File: config.mk
export PLATFORM = sky130hd
export DESIGN_NAME = ysyx_23060096_rf_wb_arbiter
export DESIGN_NICKNAME = d
export VERILOG_FILES = /design/src/rtl/ysyx_23060096_pkg.sv /design/src/rtl/ysyx_23060096_scoreboard.sv /design/src/rtl/ysyx_23060096_rf_wb_arbiter.sv
export SDC_FILE = /design/constraint.sdc
export NUM_CORES = 1
export LEC_CHECK = 0
export BUFFER_PORTS_ARGS = -buffer_cell sky130_fd_sc_hd__buf_2
export CAP_MARGIN = 20
export CORE_ASPECT_RATIO = 1.25
export CORE_UTILIZATION = 51
export CTS_CLUSTER_DIAMETER = 40
export DETAILED_ROUTE_END_ITERATION = 10
export HOLD_SLACK_MARGIN = 0.12
export PLACE_DENSITY_LB_ADDON = 0.15
export SYNTH_ARGS = -nofsm -noshare
export SYNTH_HDL_FRONTEND = slang
export SYNTH_HIERARCHICAL = 1
export SYNTH_SLANG_ARGS = --single-unit
File: constraint.sdc
create_clock -name clk -period 2.5 [get_ports clk]
set_input_delay 0.25 -clock clk [delete_from_list [all_inputs] [get_ports clk]]
set_output_delay 0.25 -clock clk [all_outputs]
set_load 0.02 [all_outputs]
File: src/rtl/ysyx_23060096_pkg.sv
// ---------------------------------------------------------------------------
// ysyx_23060096_pkg
// Shared definitions for the register-file writeback path.
//   REG_ADDR_W / XLEN : default register address and data widths
//   WB_EXU / WB_LSU   : requester indices, also the encoding of the
//                       round-robin pointer (which requester wins a tie)
//   wb_req_t          : writeback request bundle (valid, rd, data)
// ---------------------------------------------------------------------------
package ysyx_23060096_pkg;

    localparam int REG_ADDR_W = 5;
    localparam int XLEN       = 32;

    localparam logic WB_EXU = 1'b0;
    localparam logic WB_LSU = 1'b1;

    typedef struct packed {
        logic                  valid;
        logic [REG_ADDR_W-1:0] rd;
        logic [XLEN-1:0]       data;
    } wb_req_t;

endpackage

File: src/rtl/ysyx_23060096_scoreboard.sv
// ---------------------------------------------------------------------------
// ysyx_23060096_scoreboard
// Per-register busy vector used by decode to detect RAW hazards.
//   clk, rst            : clock, asynchronous active-high reset
//   iss_valid, iss_rd   : mark iss_rd busy at the next edge (rd 0 ignored)
//   wr_en, wr_addr      : register-file write in flight; clears the bit
//   chk_ra, chk_rb      : lookup addresses
//   ra_busy, rb_busy    : combinational busy lookups
// Optional (YSYX_23060096_WB_BYPASS_EN):
//   wr_data             : data being written this cycle
//   fwd_a_data/fwd_b_data : forwarded write data when a lookup hits the
//                       write in flight; the busy output then reads 0
// ---------------------------------------------------------------------------
module ysyx_23060096_scoreboard
    import ysyx_23060096_pkg::*;
#(
    parameter int ADDR_WIDTH = REG_ADDR_W
`ifdef YSYX_23060096_WB_BYPASS_EN
    , parameter int DATA_WIDTH = XLEN
`endif
) (
    input  logic                  clk,
    input  logic                  rst,
    input  logic                  iss_valid,
    input  logic [ADDR_WIDTH-1:0] iss_rd,
    input  logic                  wr_en,
    input  logic [ADDR_WIDTH-1:0] wr_addr,
`ifdef YSYX_23060096_WB_BYPASS_EN
    input  logic [DATA_WIDTH-1:0] wr_data,
    output logic [DATA_WIDTH-1:0] fwd_a_data,
    output logic [DATA_WIDTH-1:0] fwd_b_data,
`endif
    input  logic [ADDR_WIDTH-1:0] chk_ra,
    input  logic [ADDR_WIDTH-1:0] chk_rb,
    output logic                  ra_busy,
    output logic                  rb_busy
);

    localparam int NREG = 1 << ADDR_WIDTH;

    logic [NREG-1:0] busy_r;
    logic [NREG-1:0] busy_nxt_s;

    // Next busy state: a new issue beats a completing write on the same
    // register, because the issue names a newer producer.
    always_comb begin
        busy_nxt_s = busy_r;
        for (int i = 0; i < NREG; i++) begin
            if (iss_valid && (iss_rd == ADDR_WIDTH'(i))) begin
                busy_nxt_s[i] = 1'b1;
            end else if (wr_en && (wr_addr == ADDR_WIDTH'(i))) begin
                busy_nxt_s[i] = 1'b0;
            end else begin
                busy_nxt_s[i] = busy_r[i];
            end
        end
        // x0 is hard-wired and never has a pending producer.
        busy_nxt_s[0] = 1'b0;
    end

    // Busy vector register.
    always_ff @(posedge clk or posedge rst) begin
        if (rst) begin
            busy_r <= {NREG{1'b0}};
        end else begin
            busy_r <= busy_nxt_s;
        end
    end

`ifdef YSYX_23060096_WB_BYPASS_EN
    logic hit_a_s;
    logic hit_b_s;

    // Lookups with forwarding of the write currently leaving the stage.
    always_comb begin
        hit_a_s    = wr_en && (wr_addr == chk_ra) && (wr_addr != {ADDR_WIDTH{1'b0}});
        hit_b_s    = wr_en && (wr_addr == chk_rb) && (wr_addr != {ADDR_WIDTH{1'b0}});
        ra_busy    = busy_r[chk_ra] & ~hit_a_s;
        rb_busy    = busy_r[chk_rb] & ~hit_b_s;
        fwd_a_data = hit_a_s ? wr_data : {DATA_WIDTH{1'b0}};
        fwd_b_data = hit_b_s ? wr_data : {DATA_WIDTH{1'b0}};
    end
`else
    // Plain lookups; a bit stays busy through the register-file write cycle.
    always_comb begin
        ra_busy = busy_r[chk_ra];
        rb_busy = busy_r[chk_rb];
    end
`endif

endmodule

File: src/rtl/ysyx_23060096_rf_wb_arbiter.sv
// ---------------------------------------------------------------------------
// ysyx_23060096_rf_wb_arbiter
// Round-robin arbiter sharing the register-file write port between EXU and
// LSU writeback, with a registered write stage and a RAW busy scoreboard.
//   clk, rst                        : clock, asynchronous active-high reset
//   exu_valid/exu_ready/exu_rd/exu_data : EXU writeback handshake
//   lsu_valid/lsu_ready/lsu_rd/lsu_data : LSU writeback handshake
//   iss_valid, iss_rd               : decode marks a destination busy
//   chk_ra, chk_rb, ra_busy, rb_busy : decode hazard lookups (combinational)
//   rf_wen, rf_waddr, rf_wdata      : registered register-file write port
// Optional macro YSYX_23060096_WB_BYPASS_EN adds fwd_a_data/fwd_b_data.
// ---------------------------------------------------------------------------
module ysyx_23060096_rf_wb_arbiter
    import ysyx_23060096_pkg::*;
#(
    parameter int ADDR_WIDTH = REG_ADDR_W,
    parameter int DATA_WIDTH = XLEN
) (
    input  logic                  clk,
    input  logic                  rst,
    input  logic                  exu_valid,
    output logic                  exu_ready,
    input  logic [ADDR_WIDTH-1:0] exu_rd,
    input  logic [DATA_WIDTH-1:0] exu_data,
    input  logic                  lsu_valid,
    output logic                  lsu_ready,
    input  logic [ADDR_WIDTH-1:0] lsu_rd,
    input  logic [DATA_WIDTH-1:0] lsu_data,
    input  logic                  iss_valid,
    input  logic [ADDR_WIDTH-1:0] iss_rd,
    input  logic [ADDR_WIDTH-1:0] chk_ra,
    input  logic [ADDR_WIDTH-1:0] chk_rb,
    output logic                  ra_busy,
    output logic                  rb_busy,
`ifdef YSYX_23060096_WB_BYPASS_EN
    output logic [DATA_WIDTH-1:0] fwd_a_data,
    output logic [DATA_WIDTH-1:0] fwd_b_data,
`endif
    output logic                  rf_wen,
    output logic [ADDR_WIDTH-1:0] rf_waddr,
    output logic [DATA_WIDTH-1:0] rf_wdata
);

    logic                  rr_ptr_r;
    logic                  exu_hs_s;
    logic                  lsu_hs_s;
    logic [ADDR_WIDTH-1:0] sel_rd_s;
    logic [DATA_WIDTH-1:0] sel_data_s;

    // Grant: a lone requester always wins; a tie goes to rr_ptr_r. The write
    // stage never stalls, so a grant is the handshake.
    always_comb begin
        exu_hs_s = 1'b0;
        lsu_hs_s = 1'b0;
        if (exu_valid && lsu_valid) begin
            if (rr_ptr_r == WB_LSU) begin
                lsu_hs_s = 1'b1;
            end else begin
                exu_hs_s = 1'b1;
            end
        end else if (exu_valid) begin
            exu_hs_s = 1'b1;
        end else if (lsu_valid) begin
            lsu_hs_s = 1'b1;
        end else begin
            exu_hs_s = 1'b0;
            lsu_hs_s = 1'b0;
        end
        exu_ready = exu_hs_s;
        lsu_ready = lsu_hs_s;
    end

    // Winner's payload for the write stage.
    always_comb begin
        if (lsu_hs_s) begin
            sel_rd_s   = lsu_rd;
            sel_data_s = lsu_data;
        end else begin
            sel_rd_s   = exu_rd;
            sel_data_s = exu_data;
        end
    end

    // Round-robin pointer: after any handshake, favour the other requester.
    always_ff @(posedge clk or posedge rst) begin
        if (rst) begin
            rr_ptr_r <= WB_EXU;
        end else if (exu_hs_s) begin
            rr_ptr_r <= WB_LSU;
        end else if (lsu_hs_s) begin
            rr_ptr_r <= WB_EXU;
        end else begin
            rr_ptr_r <= rr_ptr_r;
        end
    end

    // Write stage: one-cycle pulse per handshake; writes to x0 are swallowed
    // here so neither the register file nor the scoreboard sees them.
    always_ff @(posedge clk or posedge rst) begin
        if (rst) begin
            rf_wen   <= 1'b0;
            rf_waddr <= {ADDR_WIDTH{1'b0}};
            rf_wdata <= {DATA_WIDTH{1'b0}};
        end else if ((exu_hs_s || lsu_hs_s) && (sel_rd_s != {ADDR_WIDTH{1'b0}})) begin
            rf_wen   <= 1'b1;
            rf_waddr <= sel_rd_s;
            rf_wdata <= sel_data_s;
        end else begin
            rf_wen   <= 1'b0;
            rf_waddr <= rf_waddr;
            rf_wdata <= rf_wdata;
        end
    end

    ysyx_23060096_scoreboard #(
        .ADDR_WIDTH (ADDR_WIDTH)
`ifdef YSYX_23060096_WB_BYPASS_EN
        , .DATA_WIDTH (DATA_WIDTH)
`endif
    ) u_scoreboard (
        .clk        (clk),
        .rst        (rst),
        .iss_valid  (iss_valid),
        .iss_rd     (iss_rd),
        .wr_en      (rf_wen),
        .wr_addr    (rf_waddr),
`ifdef YSYX_23060096_WB_BYPASS_EN
        .wr_data    (rf_wdata),
        .fwd_a_data (fwd_a_data),
        .fwd_b_data (fwd_b_data),
`endif
        .chk_ra     (chk_ra),
        .chk_rb     (chk_rb),
        .ra_busy    (ra_busy),
        .rb_busy    (rb_busy)
    );

endmodule

* Word level (Yosys, flattened, before mapping)
Cells that the tools add are included.
Storage, ports and cells: register bits after elaboration 70, word-level logic and storage cells 275, output and inout bits 42, input port bits 94
Operators by class: equality and inequality tests 62, $lt $le $gt $ge 2, muxes and demuxes 78, reductions and logical operators 98
Operators with widths (number):
- 5-bit equality test (second input constant) | 32
- 5-bit by 4-bit equality test with 1-bit output (second input constant) | 16
- 1-bit 2-to-1 mux | 74
- 1-bit logical AND | 64
- 2-bit nonzero test | 32
- 5-bit by 3-bit equality test with 1-bit output (second input constant) | 8
- 32-bit 2-to-1 mux | 1
- 5-bit by 2-bit equality test with 1-bit output (second input constant) | 4
- 5-bit by 6-bit less-than comparator with 1-bit output (second input constant) | 2
- 1-bit binary-select mux with 5-bit select | 2
- 5-bit by 1-bit equality test with 1-bit output (second input constant) | 2
- 5-bit 2-to-1 mux | 1
- 5-bit nonzero test | 1
- 1-bit logical OR | 1

* Depth between registers and ports, before layout
word-level depth 7, mapped depth 9, gate-level depth less buffers 5

* Modules after synthesis
Netlist, hierarchy kept.
Modules (own cells, without submodules):
- ysyx_23060096_rf_wb_arbiter | cells each 155, seq. area each 975.9 um^2, instances 1, area each 2188.3 um^2
- ysyx_23060096_scoreboard | cells each 202, seq. area each 775.7 um^2, instances 1, area each 1893.1 um^2

* Least setup slack after synthesis
No wires, ideal clock.
kind input to register, from in exu_valid, to reg rf_wdata[12], arrival time 1.933 ns, required time 2.375 ns, setup time 0.125 ns, setup slack 0.442 ns, path buffers 2, stages on the path 6, cell sequence buf_4 > a21boi_0 > o31ai_2 > o21ai_2 > buf_8 > mux2_4
Between the ends: elaborated cells on any way between the ends 10, classes of those cells 6 x mux; 4 x reduce/logical
RTL lines:
- start, declared | line ysyx_23060096_rf_wb_arbiter.sv:21 | input logic exu_valid,
- 1-bit 2-to-1 mux / 1-bit logical AND (equally long branches) | line ysyx_23060096_rf_wb_arbiter.sv:61, ysyx_23060096_rf_wb_arbiter.sv:55
- 1-bit 2-to-1 mux * | line ysyx_23060096_rf_wb_arbiter.sv:55 | if (exu_valid && lsu_valid) begin
- net exu_ready | line ysyx_23060096_rf_wb_arbiter.sv:22 | output logic exu_ready,
- 1-bit logical OR * | line ysyx_23060096_rf_wb_arbiter.sv:104 | end else if ((exu_hs_s || lsu_hs_s) && (sel_rd_s != {ADDR_WIDTH{1'b0}})) begin
- 1-bit logical AND * | line ysyx_23060096_rf_wb_arbiter.sv:104
- end signal, assigned | line ysyx_23060096_rf_wb_arbiter.sv:103 | rf_wdata <= {DATA_WIDTH{1'b0}};
- end signal, assigned | line ysyx_23060096_rf_wb_arbiter.sv:107 | rf_wdata <= sel_data_s;
- end signal, assigned | line ysyx_23060096_rf_wb_arbiter.sv:111 | rf_wdata <= rf_wdata;
- end, declared | line ysyx_23060096_rf_wb_arbiter.sv:41 | output logic [DATA_WIDTH-1:0] rf_wdata
The timed path passes the listed nets; every way through them passes the cells marked *. A chain may end at the register's enable or synchronous reset.

* Worst setup path in the final report
from reg rr_ptr_r, to out lsu_ready
Between the ends: longest elaborated chain between the ends 2
Ends and longest elaborated chain:
- start, declared | line ysyx_23060096_rf_wb_arbiter.sv:44 | logic rr_ptr_r;
- start signal, assigned | line ysyx_23060096_rf_wb_arbiter.sv:93 | rr_ptr_r <= rr_ptr_r;
- 1-bit 2-to-1 mux | line ysyx_23060096_rf_wb_arbiter.sv:56 | if (rr_ptr_r == WB_LSU) begin
- 1-bit 2-to-1 mux | line ysyx_23060096_rf_wb_arbiter.sv:55
- end, declared | line ysyx_23060096_rf_wb_arbiter.sv:26 | output logic lsu_ready,
Every way passes these cells.

==> impl_metrics.yaml <==
run_status:
  outcome: "complete, no violations"
sta:
  relSlewSlack_pct: 62.2
  rsz0062_at_grt: "false"
  hold_violations: 0
  finalMaxSlewViolations: 0
  fmax_mhz: 451
  tightest_slew_ns: 0.564
  post-route-period-util_pct: 88.6
  setup_viol: 0
  finalSetupTns_ns: 0
  finClkSkew_ns: 0.00586
  fin_crit_ns: 2.22
  whs_ns: 0.220
floorplan:
  die_area_um2: 8370
  die_w_um: 82.0
  boundaryPins: 136
  core_area_um2: 7790
  die_h_um: 102
  initial_utilization_pct: 52.4
  rows: 36
yosys:
  syn_area_um2: 4080
  async_flop_share_pct: 100
  synth.net_count: 451
  synth-seq-cells: 70
  synth_warnings: 6
  synth_edf_count: 0
  synthFlopType: "dfrtp_1"
  syn_inst: 357
  synth_cell_type_count: 39
  synth.avg_cell_area_um2: 11.4
  yosysSeqAreaShare_pct: 42.9
power:
  powerDensity_nw_per_um2: 788
  leakage_nw: 2.29
  p_int_mw: 2.55
  power_frac_comb_pct: 33.9
  ir_drop_mv: 0.456
  p_sw_share_pct: 34.9
  p_clk_share_pct: 20.0
  p_sw_mw: 1.37
  p_seq_share_pct: 46.1
cells_and_area:
  drive_gt1_share_pct: 47.3
  fill_cells: 648
  layout_commonest_cell: "buf_2"
  n_antenna_cell: 0
  layout_common_cells: "buf_2, dfrtp_1, o21ai_0"
  syn_to_final_growth_pct: 21.9
  fin_nets: 587
drt:
  vias: 3401
  ant_nets: 0
  wl_um: 10300
  via_per_inst: 5.76
  wire_per_inst_um: 17.4
  drt_first_pass_iters: 4
  drc: 0
  drt_iter0_drc: 169
critical_path:
  cpLargestDelayFamily: "buffers and inverters"
  cp_max_fo: 39
  r2r-end: "rf_wdata[6]"
  crit_path_cell_trace: "nand2b_2, nand2_2, buf_4, inv_1, buf_2"
  cpMaxStageDelayCell: "buf_4"
  max_stage_delay_ns: 0.43
  path_buf_inv: 3
  required_ns: 2.25
  cp-start-kind: "register"
  crit_path_end_kind: "output port"
  rr_startpoint: "rr_ptr_r"
  reg2reg_depth: 5
  rrSetupSlack_ns: 0.51
  critPathArrivalTime_ns: 1.97
  crit_type: "register to output port"
grt:
  grt_max_degree: 40
  track_usage_pct: 26.0
  antenna_found_initial: 0
  grt_pass1_wl_um: 16100
  grt_overflow: 0
  grt_pass1_vias: 3276
hold_path:
  holdPathStages: 3
  holdCritStartpoint: "lsu_rd[3]"
  hold_path_class: "input port to register"
  hold-path-endpoint: "rf_waddr[3]"
placed_design:
  dpl.hpwl_um: 7650
  port_buffers: 135
  gp_congestion: 0.933
clock_network:
  cts_root_buffer: "clkbuf_8"
  cts_buffer_depth: 2
  numClockSinks: 70
  cts_tree: "done"
  insertion_delay_ns: 0.34
  cts_buffers: 9
  cts.clk_slew.worst_paths_ns: 0.07
  cts.htree.levels: 3
job:
  cap_violations: 0
==> cells in the mapped netlist, types with 2 or more instances <==
library cell / instances / area, µm²
o221ai_1: 2 / 17.5
o22ai_1: 2 / 12.5
mux2i_1: 20 / 200
a211oi_1: 2 / 15.0
o32ai_1: 2 / 17.5
nand3_1: 14 / 70.1
a21oi_1: 6 / 30.0
buf_6: 3 / 33.8
nand4_1: 4 / 25.0
mux2_4: 28 / 420
mux4_2: 6 / 135
nor2_1: 8 / 30.0
a22oi_1: 5 / 37.5
nor2b_1: 6 / 37.5
or2_2: 4 / 25.0
mux2_2: 39 / 439
inv_1: 10 / 37.5
nand3b_1: 4 / 30.0
nand2_1: 8 / 30.0
nand2b_1: 14 / 87.6
o2bb2ai_1: 2 / 17.5
o21ai_0: 65 / 325
o2111ai_1: 2 / 17.5
buf_2: 4 / 20.0
nand4b_1: 4 / 35.0
buf_8: 3 / 45.0
dfrtp_1: 70 / 1750
nor3_1: 3 / 15.0
clkbuf_1: 4 / 15.0
o211ai_1: 4 / 30.0
==> metrics by stage <==
step                      area [µm²]  power, mW  worst slack (ns)  util (%)  std cells
after floorplan                 4080       2.68             0.442         -        357
after global placement          4800       3.09             0.473      61.7        576
after detailed placement        4800       3.14             0.460      61.7        576
after CTS                       4980       3.94             0.267      63.9        590
after global routing            4980       4.16             0.167      63.9        590
final                           4980       3.92             0.284      63.9        590
==> layer usage <==
layer  GRT usage (%)  up-vias  wire length, µm
met5               0        -                0
met4            9.04        0               73
met3            6.61        6              552
met2            44.2      118             5410
met1            31.5     1675             4250
li1                -     1602                -
==> cell type report <==
cell class                      count  area (µm²)  area share [%]
Timing Repair Buffer              140         728            14.6
Clock inverter                      2        10.0           0.201
Multi-Input combinational cell    262        2180            43.8
Inverter                           10        37.5           0.754
Tap cell                           95         119            2.39
Sequential cell                    70        1750            35.2
Clock buffer                       11         151            3.04
==> sequential cells by signal (all words and copies together) (netlist names) <==
name	cells
rf_wdata	32
u_scoreboard/busy_r	31
rf_waddr	5
rf_wen	1
rr_ptr_r	1
==> kinds of logic after synthesis <==
| family | after synthesis | share of synthesized area [%] |
|---|---|---|
| buffers and inverters | 25 | 3.89 |
| multiplexers | 93 | 29.3 |
| flip-flops | 70 | 42.9 |
| AO/OA/AOI/OAI | 96 | 13.6 |
| AND/OR/NAND/NOR | 73 | 10.3 |
==> power by group through the flow <==
stage               clock network (mW)  registers [mW]  logic, mW
floorplan                            0            1.85      0.829
CTS                              0.806            1.80       1.33
global route                     0.855            1.85       1.46
finish                           0.783            1.81       1.33
global placement                     0            1.80       1.30
detailed placement                   0            1.81       1.33
==> how the worst max path moves through the flow <==
stage                     startpoint           end  slack, ns  depth (start not counted)
after floorplan            exu_valid  rf_wdata[12]       0.44                          6
after global placement     exu_valid  rf_wdata[23]       0.47                          6
after detailed placement   exu_valid  rf_wdata[11]       0.46                          6
after CTS                   rr_ptr_r     lsu_ready       0.27                          5
after global routing        rr_ptr_r     lsu_ready       0.17                          5
final                       rr_ptr_r     lsu_ready       0.28                          5
==> worst register-to-register path: stages (launching register included) <==
cell and delay (ns):
dfrtp_1 0.39, nand2b_2 0.26, nand2_2 0.13, buf_4 0.43, mux2_2 0.41, mux2_4 0.26
==> repair_timing <==
item,in CTS,in global routing
endpoints found under the hold margin,70,0
hold buffers,1,0
gates resized for setup,0,0
buffers inserted,0,0
No activity file was read; power rests on OpenSTA's default activity.
